==> src/rtl/adc_capture_pkg.sv <==
`default_nettype none
// ============================================================================
// Module   : adc_capture_pkg
// Brief    : Shared types and defaults for the ADC capture sequencer.
// Revision : 1.0 - initial release
// ============================================================================
package adc_capture_pkg;

    localparam int DEF_NCH   = 3;
    localparam int DEF_DW    = 32;
    localparam int DEF_AW    = 10;
    localparam int DEF_NBANK = 2;

    localparam logic MODE_SINGLE = 1'b0;
    localparam logic MODE_SCAN   = 1'b1;

    typedef enum logic [1:0] {
        ST_IDLE = 2'd0,
        ST_RUN  = 2'd1,
        ST_DONE = 2'd2
    } state_t;

endpackage
`default_nettype wire

==> src/rtl/adc_capture_seq_rr_arbiter.sv <==
`default_nettype none
// ============================================================================
// Module   : rr_arbiter
// Brief    : Round-robin arbiter; search begins one past the last grant.
// Revision : 1.0 - initial release
// ============================================================================
module rr_arbiter #(
    parameter int NCH = 3,
    parameter int CHW = (NCH > 1) ? $clog2(NCH) : 1
) (
    input  logic [NCH-1:0] i_req,
    input  logic [CHW-1:0] i_last,
    output logic [NCH-1:0] o_gnt,
    output logic [CHW-1:0] o_idx,
    output logic           o_valid
);

    int w_k;

    always_comb begin
        o_gnt   = '0;
        o_idx   = '0;
        o_valid = 1'b0;
        w_k     = 0;
        for (int i = 1; i <= NCH; i++) begin
            w_k = (int'(i_last) + i) % NCH;
            if (!o_valid && i_req[w_k]) begin
                o_valid    = 1'b1;
                o_gnt[w_k] = 1'b1;
                o_idx      = CHW'(w_k);
            end
        end
    end

endmodule
`default_nettype wire

==> src/rtl/adc_capture_seq.sv <==
`default_nettype none
// ============================================================================
// Module   : adc_capture_seq
// Brief    : Multi-channel capture sequencer writing decimator samples to SRAM banks.
// Revision : 1.0 - initial release
// ============================================================================
module adc_capture_seq
    import adc_capture_pkg::*;
#(
    parameter int NCH   = DEF_NCH,
    parameter int DW    = DEF_DW,
    parameter int AW    = DEF_AW,
    parameter int NBANK = DEF_NBANK,
    parameter int CHW   = (NCH > 1) ? $clog2(NCH) : 1,
    parameter int BW    = (NBANK > 1) ? $clog2(NBANK) : 1
) (
    input  logic              wb_clk_i,
    input  logic              wb_rst_ni,
    input  logic [NCH*DW-1:0] ch_data_i,
    input  logic [NCH-1:0]    ch_valid_i,
    input  logic [NCH-1:0]    ch_en_i,
    input  logic              mode_i,
    input  logic [CHW-1:0]    sel_i,
    input  logic              ring_i,
    input  logic [AW:0]       count_i,
    input  logic              tag_en_i,
    input  logic              start_i,
    input  logic              abort_i,
    output logic [NBANK-1:0]  mem_csb_o,
    output logic [NBANK-1:0]  mem_web_o,
    output logic [AW-1:0]     mem_addr_o,
    output logic [DW-1:0]     mem_din_o,
    output logic              busy_o,
    output logic              done_o,
    output logic [BW-1:0]     bank_o,
    output logic [AW:0]       wr_count_o,
    output logic [NCH-1:0]    ovr_o
);

    state_t           r_state, w_state_nxt;
    logic             r_mode, r_ring, r_tag, r_done;
    logic [CHW-1:0]   r_sel, r_last;
    logic [AW:0]      r_lim, r_wr_count;
    logic [BW-1:0]    r_bank;
    logic [DW-1:0]    r_hold [NCH];
    logic [NCH-1:0]   r_full, r_ovr;
    logic [NBANK-1:0] r_csb, r_web;
    logic [AW-1:0]    r_addr;
    logic [DW-1:0]    r_din;

    logic [NCH-1:0]   w_req, w_gnt, w_load;
    logic [CHW-1:0]   w_gidx;
    logic             w_gvalid, w_wr, w_last, w_busy;
    logic [AW:0]      w_cnt_nxt;
    logic [DW-1:0]    w_gdata, w_din;

    rr_arbiter #(
        .NCH (NCH),
        .CHW (CHW)
    ) u_arb (
        .i_req   (w_req),
        .i_last  (r_last),
        .o_gnt   (w_gnt),
        .o_idx   (w_gidx),
        .o_valid (w_gvalid)
    );

    always_comb begin
        w_req = r_full;
        if (r_mode == MODE_SINGLE) begin
            w_req = r_full & (NCH'(1) << r_sel);
        end
        w_gdata = '0;
        for (int c = 0; c < NCH; c++) begin
            w_gdata = w_gdata | (r_hold[c] & {DW{w_gnt[c]}});
            w_load[c] = ch_valid_i[c] && ch_en_i[c] && (r_state == ST_RUN) && !abort_i
                        && ((r_mode == MODE_SCAN) || (r_sel == CHW'(c)));
        end
    end

    // Tagging overwrites the top CHW bits with the source channel index.
    assign w_din     = r_tag ? {w_gidx, w_gdata[DW-CHW-1:0]} : w_gdata;
    assign w_wr      = (r_state == ST_RUN) && w_gvalid && !abort_i;
    assign w_cnt_nxt = r_wr_count + (AW+1)'(1);
    assign w_last    = w_cnt_nxt[AW] || ((r_lim != '0) && (w_cnt_nxt == r_lim));

    always_ff @(posedge wb_clk_i or negedge wb_rst_ni) begin
        if (!wb_rst_ni) begin
            r_state <= ST_IDLE;
        end else begin
            r_state <= w_state_nxt;
        end
    end

    always_comb begin
        w_state_nxt = r_state;
        case (r_state)
            ST_IDLE: if (start_i && !abort_i) w_state_nxt = ST_RUN;
            ST_RUN: begin
                if (abort_i) begin
                    w_state_nxt = ST_IDLE;
                end else if (w_wr && w_last && !r_ring) begin
                    w_state_nxt = ST_DONE;
                end
            end
            default: w_state_nxt = ST_IDLE;
        endcase
    end

    always_comb begin
        w_busy = (r_state != ST_IDLE);
    end

    always_ff @(posedge wb_clk_i or negedge wb_rst_ni) begin
        if (!wb_rst_ni) begin
            r_mode     <= MODE_SINGLE;
            r_sel      <= '0;
            r_ring     <= 1'b0;
            r_lim      <= '0;
            r_tag      <= 1'b0;
            r_full     <= '0;
            r_ovr      <= '0;
            r_last     <= CHW'(NCH-1);
            r_wr_count <= '0;
            r_bank     <= '0;
            r_csb      <= '1;
            r_web      <= '1;
            r_addr     <= '0;
            r_din      <= '0;
            r_done     <= 1'b0;
        end else begin
            r_csb  <= '1;
            r_web  <= '1;
            r_done <= 1'b0;
            if (r_state == ST_IDLE) begin
                if (start_i && !abort_i) begin
                    r_mode     <= mode_i;
                    r_sel      <= sel_i;
                    r_ring     <= ring_i;
                    r_lim      <= count_i;
                    r_tag      <= tag_en_i;
                    r_full     <= '0;
                    r_ovr      <= '0;
                    r_last     <= CHW'(NCH-1);
                    r_wr_count <= '0;
                    r_bank     <= '0;
                    r_addr     <= '0;
                end
            end else if (abort_i || (r_state == ST_DONE)) begin
                r_full <= '0;
            end else begin
                if (w_wr) begin
                    for (int b = 0; b < NBANK; b++) begin
                        if (r_bank == BW'(b)) begin
                            r_csb[b] <= 1'b0;
                            r_web[b] <= 1'b0;
                        end
                    end
                    r_addr <= r_wr_count[AW-1:0];
                    r_din  <= w_din;
                    r_last <= w_gidx;
                    if (w_last) begin
                        r_wr_count <= '0;
                        r_done     <= 1'b1;
                        if (r_ring) begin
                            r_bank <= (r_bank == BW'(NBANK-1)) ? '0 : r_bank + BW'(1);
                        end
                    end else begin
                        r_wr_count <= w_cnt_nxt;
                    end
                end
                // A drain in the same cycle as a reload is not an overrun.
                for (int c = 0; c < NCH; c++) begin
                    if (w_load[c]) begin
                        r_full[c] <= 1'b1;
                        if (r_full[c] && !(w_wr && w_gnt[c])) begin
                            r_ovr[c] <= 1'b1;
                        end
                    end else if (w_wr && w_gnt[c]) begin
                        r_full[c] <= 1'b0;
                    end
                end
            end
        end
    end

    always_ff @(posedge wb_clk_i) begin
        for (int c = 0; c < NCH; c++) begin
            if (w_load[c]) begin
                r_hold[c] <= ch_data_i[c*DW +: DW];
            end
        end
    end

    assign mem_csb_o  = r_csb;
    assign mem_web_o  = r_web;
    assign mem_addr_o = r_addr;
    assign mem_din_o  = r_din;
    assign busy_o     = w_busy;
    assign done_o     = r_done;
    assign bank_o     = r_bank;
    assign wr_count_o = r_wr_count;
    assign ovr_o      = r_ovr;

endmodule
`default_nettype wire

==> config.mk <==
export PLATFORM = sky130hd
export DESIGN_NAME = adc_capture_seq
export DESIGN_NICKNAME = d
export VERILOG_FILES = /design/src/rtl/adc_capture_pkg.sv /design/src/rtl/adc_capture_seq_rr_arbiter.sv /design/src/rtl/adc_capture_seq.sv
export SDC_FILE = /design/constraint.sdc
export NUM_CORES = 1
export LEC_CHECK = 0
export ABC_AREA = 1
export BUFFER_PORTS_ARGS = -buffer_cell sky130_fd_sc_hd__buf_2
export CAP_MARGIN = 20
export CORE_ASPECT_RATIO = 1.2
export CORE_MARGIN = 2
export CORE_UTILIZATION = 50
export DETAILED_ROUTE_END_ITERATION = 10
export GPL_ROUTABILITY_DRIVEN = 1
export PLACE_DENSITY = 0.84
export SLEW_MARGIN = 20
export SYNTH_ARGS = -nofsm -noshare
export SYNTH_HDL_FRONTEND = slang
export SYNTH_SLANG_ARGS = --single-unit
==> constraint.sdc <==
create_clock -name wb_clk_i -period 4.8 [get_ports wb_clk_i]
set_clock_uncertainty 0.1 [all_clocks]
set_input_delay 1.44 -clock wb_clk_i [delete_from_list [all_inputs] [get_ports wb_clk_i]]
set_output_delay 1.44 -clock wb_clk_i [all_outputs]
set_load 0.05 [all_outputs]
== After elaboration in Yosys (flattened, before gate mapping) ==
Memories as Yosys holds them, arrays and structs flattened.
Cells that the tools add are included.

* Add/sub/neg operators: 5
* Divide/modulo/power cells: 3
* Magnitude comparators: 6
* Eq/ne operators: 8
* Shifts and indexed selects: 1
* Multiplexer cells: 82
* Bitwise gates (word level): 10
* Reduce and logical (&&, ||, !) cells: 68

{| class="wikitable"
|+ Operator list
! operator !! number
|-
| $and A32 B32 Y32 || 3
|-
| $ge A32 B1 Y1 const B || 3
|-
| $lt A32 B4 Y1 const B || 3
|-
| $mod A32 B3 Y32 const B || 3
|-
| $or A32 B32 Y32 || 2
|-
| $mux W11 || 5
|-
| $mux W1 || 43
|-
| $mux W10 || 4
|-
| $mux W32 || 1
|-
| $logic_and A1 B1 Y1 || 29
|-
| $mux W3 || 9
|-
| $mux W2 || 13
|-
| $reduce_bool A2 Y1 || 10
|-
| $reduce_and A4 Y1 || 3
|-
| $reduce_bool A4 Y1 || 3
|-
| $add A11 B1 Y11 const B || 1
|-
| $eq A11 B11 Y1 || 1
|-
| $reduce_bool A11 Y1 || 1
|-
| $reduce_and A2 Y1 || 5
|-
| $logic_not A1 Y1 || 7
|-
| $add A2 B2 Y3 const B || 2
|-
| $bmux W1 S2 || 3
|-
| $demux W1 S2 || 3
|-
| $or A3 B3 Y3 || 2
|-
| other kinds (14) || 24
|}

* Register bits: 83
* Memory bits (writable): 96
* Input port bits: 122
* Output and inout bits: 63
* Memories: 1

{| class="wikitable"
|+ Memories
! memory !! words !! bits a word !! rd ports !! clocked after Yosys merged registers in !! wr ports !! RTL line !! RTL
|-
| r_hold || 3 || 32 || 3 || 0 || 3 || adc_capture_seq.sv:45 || <nowiki>logic [DW-1:0] r_hold [NCH];</nowiki>
|}

== Longest topological paths before layout ==
* Depth in word-level cells: 22
* Mapped depth: 17

== Modules after synthesis ==
Synthesis repeated with hierarchy kept, for this count alone.

* Cell total of the unflattened synthesis: 697
* Area, all modules: 7438.4 um^2

{| class="wikitable"
|+ Modules (own cells, without submodules)
! module !! instances !! cells each !! area an instance (um^2)
|-
| adc_capture_seq || 1 || 637 || 7110.6
|-
| rr_arbiter || 1 || 60 || 327.8
|}

== Worst setup path after synthesis ==
OpenSTA, ideal clock, no wires.

* Kind: input port to flip-flop
* From: input port abort_i
* To: register r_full[0]
* Setup time: 0.120 ns
* Arrival time: 2.989 ns
* Setup slack: 1.591 ns
* Stages: 10
* Buffers on the path: 0
* Path through: nor2_1 -> nand2_1 -> inv_1 -> nand4_1 -> inv_1 -> nor3_1 -> nand2_1 -> nand2_1 -> nand2_1 -> nand2_1

* Longest elaborated chain between the ends: 6
* Elaborated cells between the ends (all ways): 13

{| class="wikitable"
|+ RTL lines
! what !! RTL line !! RTL
|-
| start: declaration || adc_capture_seq.sv:28 || <nowiki>input logic abort_i,</nowiki>
|-
| $logic_not A1 Y1 (*) || adc_capture_seq.sv:76 || <nowiki>w_load[c] = ch_valid_i[c] && ch_en_i[c] && (r_state == ST_RUN) && !abort_i</nowiki>
|-
| $logic_and A1 B1 Y1 (*) || adc_capture_seq.sv:76 ||
|-
| $logic_and A1 B1 Y1 (*) || adc_capture_seq.sv:77 || <nowiki>&& ((r_mode == MODE_SCAN) || (r_sel == CHW'(c)));</nowiki>
|-
| net w_load[0] || adc_capture_seq.sv:51 || <nowiki>logic [NCH-1:0] w_req, w_gnt, w_load;</nowiki>
|-
| $mux W1 || adc_capture_seq.sv:174 || <nowiki>if (w_load[c]) begin</nowiki>
|-
| $mux W3 || adc_capture_seq.sv:149 || <nowiki>end else if (abort_i || (r_state == ST_DONE)) begin</nowiki>
|-
| $mux W3 || adc_capture_seq.sv:135 || <nowiki>if (r_state == ST_IDLE) begin</nowiki>
|-
| end signal: assignment || adc_capture_seq.sv:150 || <nowiki>r_full <= '0;</nowiki>
|-
| end signal: indexed assignment || adc_capture_seq.sv:175 || <nowiki>r_full[c] <= 1'b1;</nowiki>
|-
| end signal: indexed assignment || adc_capture_seq.sv:180 || <nowiki>r_full[c] <= 1'b0;</nowiki>
|-
| end: declaration || adc_capture_seq.sv:46 || <nowiki>logic [NCH-1:0] r_full, r_ovr;</nowiki>
|}

The timed path passes the listed nets; every way through them passes the cells marked *.
A chain may end at the register's enable or synchronous reset.

== Worst setup path in the final report ==
* From: register r_last[0]
* To: register r_addr[5] (netlist: mem_addr_o[5])

* Longest elaborated chain between the ends: 16
* Elaborated cells between the ends (all ways): 26

{| class="wikitable"
|+ RTL lines
! what !! RTL line !! RTL
|-
| start: declaration || adc_capture_seq.sv:42 || <nowiki>logic [CHW-1:0] r_sel, r_last;</nowiki>
|-
| start signal: assignment || adc_capture_seq.sv:123 || <nowiki>r_last <= CHW'(NCH-1);</nowiki>
|-
| start signal: assignment || adc_capture_seq.sv:144 || <nowiki>r_last <= CHW'(NCH-1);</nowiki>
|-
| start signal: assignment || adc_capture_seq.sv:161 || <nowiki>r_last <= w_gidx;</nowiki>
|-
| $add A2 B1 Y3 || adc_capture_seq_rr_arbiter.sv:26 || <nowiki>w_k = (int'(i_last) + i) % NCH;</nowiki>
|-
| $mod A32 B3 Y32 || adc_capture_seq_rr_arbiter.sv:26 ||
|-
| $bmux W1 S2 || adc_capture_seq_rr_arbiter.sv:27 || <nowiki>if (!o_valid && i_req[w_k]) begin</nowiki>
|-
| $mux W1 (implied by the code) (2 in a row) || adc_capture_seq_rr_arbiter.sv:27 ||
|-
| $mux W1 || adc_capture_seq_rr_arbiter.sv:27 ||
|-
| $logic_not A1 Y1 || adc_capture_seq_rr_arbiter.sv:27 ||
|-
| $logic_and A1 B1 Y1 || adc_capture_seq_rr_arbiter.sv:27 ||
|-
| $mux W1 || adc_capture_seq_rr_arbiter.sv:27 ||
|-
| $logic_not A1 Y1 || adc_capture_seq_rr_arbiter.sv:27 ||
|-
| $logic_and A1 B1 Y1 || adc_capture_seq_rr_arbiter.sv:27 ||
|-
| $mux W1 (*) || adc_capture_seq_rr_arbiter.sv:27 ||
|-
| $logic_and A1 B1 Y1 (*) (2 in a row) || adc_capture_seq.sv:83 || <nowiki>assign w_wr = (r_state == ST_RUN) && w_gvalid && !abort_i;</nowiki>
|-
| $reduce_bool A2 Y1 (no source line) (*) || -- ||
|-
| $reduce_and A3 Y1 (no source line) (*) || -- ||
|-
| end signal: assignment || adc_capture_seq.sv:159 || <nowiki>r_addr <= r_wr_count[AW-1:0];</nowiki>
|-
| end: declaration || adc_capture_seq.sv:48 || <nowiki>logic [AW-1:0] r_addr;</nowiki>
|}

Mark *: on every way between the ends. The rest lies on a longest branch, timed or not. The select of a mux whose other input is x is not followed.

==> flow_summary.json <==
{
  "drv_cap": 0,
  "overflow": 0,
  "avgViaCountPerCell": 5.159,
  "cellInternalPower_mw": 2.838,
  "die_y_um": 139.9,
  "status": "completed",
  "leakagePower_nw": 4.476,
  "fin_crit_sh_pct": 61.44,
  "cts.clk_slew.worst_paths_ns": 0.07,
  "route.detailed.drc": 0,
  "grt_start_max_net_pins": 84,
  "ioPinCount": 185,
  "dr.pass1.iters": 5,
  "synth_fa_ha_area_share_pct": 0.9753,
  "post-cts-setup-buffers": 0,
  "coreArea_um2": 15020,
  "post_drt_wl_per_cell_um": 15.49,
  "fill_cells": 1222,
  "synth_flop_cell": "edfxtp_1",
  "slew_viol_final": 0,
  "grt_pass1_wl_um": 28320,
  "tightestPinTransition_ns": 0.7725,
  "cp-end-kind": "flop",
  "die_area_um2": 16410,
  "r2r-start": "r_last[0]",
  "muxShareOfSynthArea_pct": 0,
  "synth_cell_types": 36,
  "regToRegSetupSlack_ns": 1.85,
  "startpoint_type": "flop",
  "finalSetupViolCount": 0,
  "switching_share_pct": 33.50,
  "ctsHoldBuffers": 0,
  "route.final.wire_length_um": 18080,
  "powerDensity_nw_per_um2": 454.9,
  "maxSlewHeadroom_pct": 48.50,
  "placementRows": 49,
  "cts_htree_levels": 4,
  "cts_buffers": 17,
  "postRouteAntennaNets": 0,
  "rsz0062_at_grt": "false",
  "min_path_cells": 2,
  "synth-simple-area-share_pct": 25.70,
  "synth_top_area_share_pct": 37.45,
  "synth_xor_area_share_pct": 0.5689,
  "clock_latency_ns": 0.42,
  "io_buffers": 184,
  "rr_worst_depth": 13,
  "fin_area_um2": 9383,
  "grt_pass1_vias": 5937,
  "syn_nets": 894,
  "area_growth_pct": 21.90,
  "path_class": "flop to flop",
  "arrival_ns": 3.19,
  "synth_compound_area_share_pct": 3.544,
  "synth_cells": 766,
  "cts_tree": "yes",
  "dpl_cell_area_um2": 8765,
  "die_w_um": 117.3,
  "fmax_mhz": 339.1,
  "syn_avg_cell_area_um2": 10.05,
  "grt_usage_pct": 22.70,
  "synth_edf_count": 96,
  "drive_gt1_share_pct": 27.55,
  "hold_class": "flop to flop",
  "synth_top_family_by_area": "simple AND/OR/NAND/NOR gates",
  "p_comb_share_pct": 23.5,
  "globalplace.congestion": 0.9143,
  "ir_drop_mv": 0.2783,
  "cts_resized": 0,
  "async_flop_share_pct": 46.37,
  "tns_ns": 0,
  "clock_sink_count": 179,
  "synth.area.top_cells": "edfxtp_1 37%, dfrtp_1 26%, nand2_1 15%, nand3_1 5.8%, inv_1 2.1%",
  "yosys.area.top_type": "edfxtp_1",
  "holdPathEnd": "mem_addr_o[3]",
  "dpl.hpwl_um": 12450,
  "power_mw": 4.268,
  "ys_seq_area_share_pct": 64.48,
  "syn_area_um2": 7697,
  "yosys_warnings": 0,
  "via_count": 6020,
  "cts_buffer_depth": 2,
  "switchingPower_mw": 1.430,
  "min-delay-start": "mem_addr_o[3]",
  "hold_viol_final": 0,
  "crit_fanout": 47,
  "antenna_found_initial": 1,
  "fin_crit_ns": 2.949,
  "p_clk_share_pct": 33.3,
  "required_ns": 5.05,
  "initialDrtViolationCount": 377,
  "reg2reg_to": "mem_addr_o[5]",
  "initial_utilization_pct": 51.25,
  "ctsRootBufferMaster": "clkbuf_16",
  "num-nets-final": 1077,
  "pwr-share-seq_pct": 43.2,
  "ys_seq_elements": 179
}
## synth_stat cells, types with 4 or more instances
master and count:
nand2_2 10, nand4_1 9, dfrtp_1 80, nand2_1 298, nand3_1 89, o21ai_1 8, nor2_4 4, buf_4 4
a21oi_1 7, nand3_2 4, buf_2 16, edfxtp_1 96, nand2_4 4, inv_1 43, xor2_1 4, nor2_2 4
o21ai_0 26, inv_2 5, buf_6 5, ha_1 6, nor2_1 19
## how the worst max path moves through the flow
| stage | start | to |
|---|---|---|
| finish | r_last[0] | mem_addr_o[5] |
| global route | r_last[0] | wr_count_o[0] |
| CTS | r_last[0] | mem_addr_o[9] |
| detailed placement | abort_i | mem_din_o[4] |
| global placement | abort_i | mem_din_o[6] |
| floorplan | abort_i | r_full[0] |
## power groups by stage
stage               clock network [mW]  registers [mW]  logic, mW
global route                      1.49            1.86       1.09
CTS                               1.44            1.84       1.01
global placement                     0            1.87      0.981
detailed placement                   0            1.87      0.999
finish                            1.42            1.84       1.00
floorplan                            0            2.10      0.477
## sequential cells by signal (all words and copies together) (netlist names)
signal	cells
wr_count_o	11
r_ring	1
r_lim	11
r_state	2
mem_din_o	32
r_tag	1
mem_addr_o	10
r_last	2
mem_web_o	2
bank_o	1
ovr_o	3
r_full	3
r_hold	96
done_o	1
r_sel	2
r_mode	1
## layout by cell type, fill, tap and decap left out, drive strengths merged, types with 3 or more instances in the layout
master	count
dfstp	3
edfxtp	96
dfrtp	80
nand2	312
nand3	93
a21oi	7
clkinv	3
xor2	4
o21ai	37
nor3	5
nor2	27
inv	54
ha	6
nand4	10
buf	192
clkbuf	21
## cells by family (layout without fill, tap and decap cells)
group                    Yosys count  in the layout
AO/OA/AOI/OAI                     49             49
flip-flops                       179            179
buffers and inverters             77            273
adder cells (fa/ha/maj)            6              6
other                              0              1
XOR/XNOR                           5              5
AND/OR/NAND/NOR                  450            450
## area by class of cell
cell class              instances  area (µm²)  area share (%)
diodes                          1       2.502         0.02667
flip-flops and latches        179        4964           52.90
multi-input cells             510        2376           25.32
inverters                      49       186.4           1.987
clock inverters                11       140.1           1.494
clock buffers                  21       471.7           5.027
well taps                     204       255.2           2.720
repair buffers                192       987.2           10.52
## through the flow
stage / utilization (%) / hold slack (ns) / worst slack [ns] / std cells
3_5_place_dp: 58.35 / 0.3663 / 1.523 / 1134
6_report: 62.47 / 0.3788 / 1.851 / 1167
2_1_floorplan: - / 0.3719 / 1.591 / 766
3_3_place_gp: 58.35 / 0.3568 / 1.612 / 1134
4_1_cts: 62.42 / 0.3828 / 1.847 / 1166
5_1_grt: 62.45 / 0.4103 / 1.583 / 1166
## worst max-delay path: stages (launching register included)
cell,delay (ns)
dfrtp_1,0.38
inv_1,0.09
ha_1,0.48
inv_1,0.14
nand3_1,0.13
nand3_2,0.11
nand2_4,0.13
nand4_2,0.12
nand2_4,0.10
buf_4,0.46
nand2_4,0.17
inv_2,0.27
nand2_1,0.09
o21ai_1,0.09
## layer usage
metal | GRT usage (%) | vias to the layer above | wire length, µm
li1 | - | 2893 | -
met1 | 25.66 | 2831 | 6850
met2 | 39.08 | 256 | 9367
met3 | 7.096 | 40 | 1390
met4 | 9.721 | 0 | 472
met5 | 0 | - | 0
(Power assumes the default switching activity.)
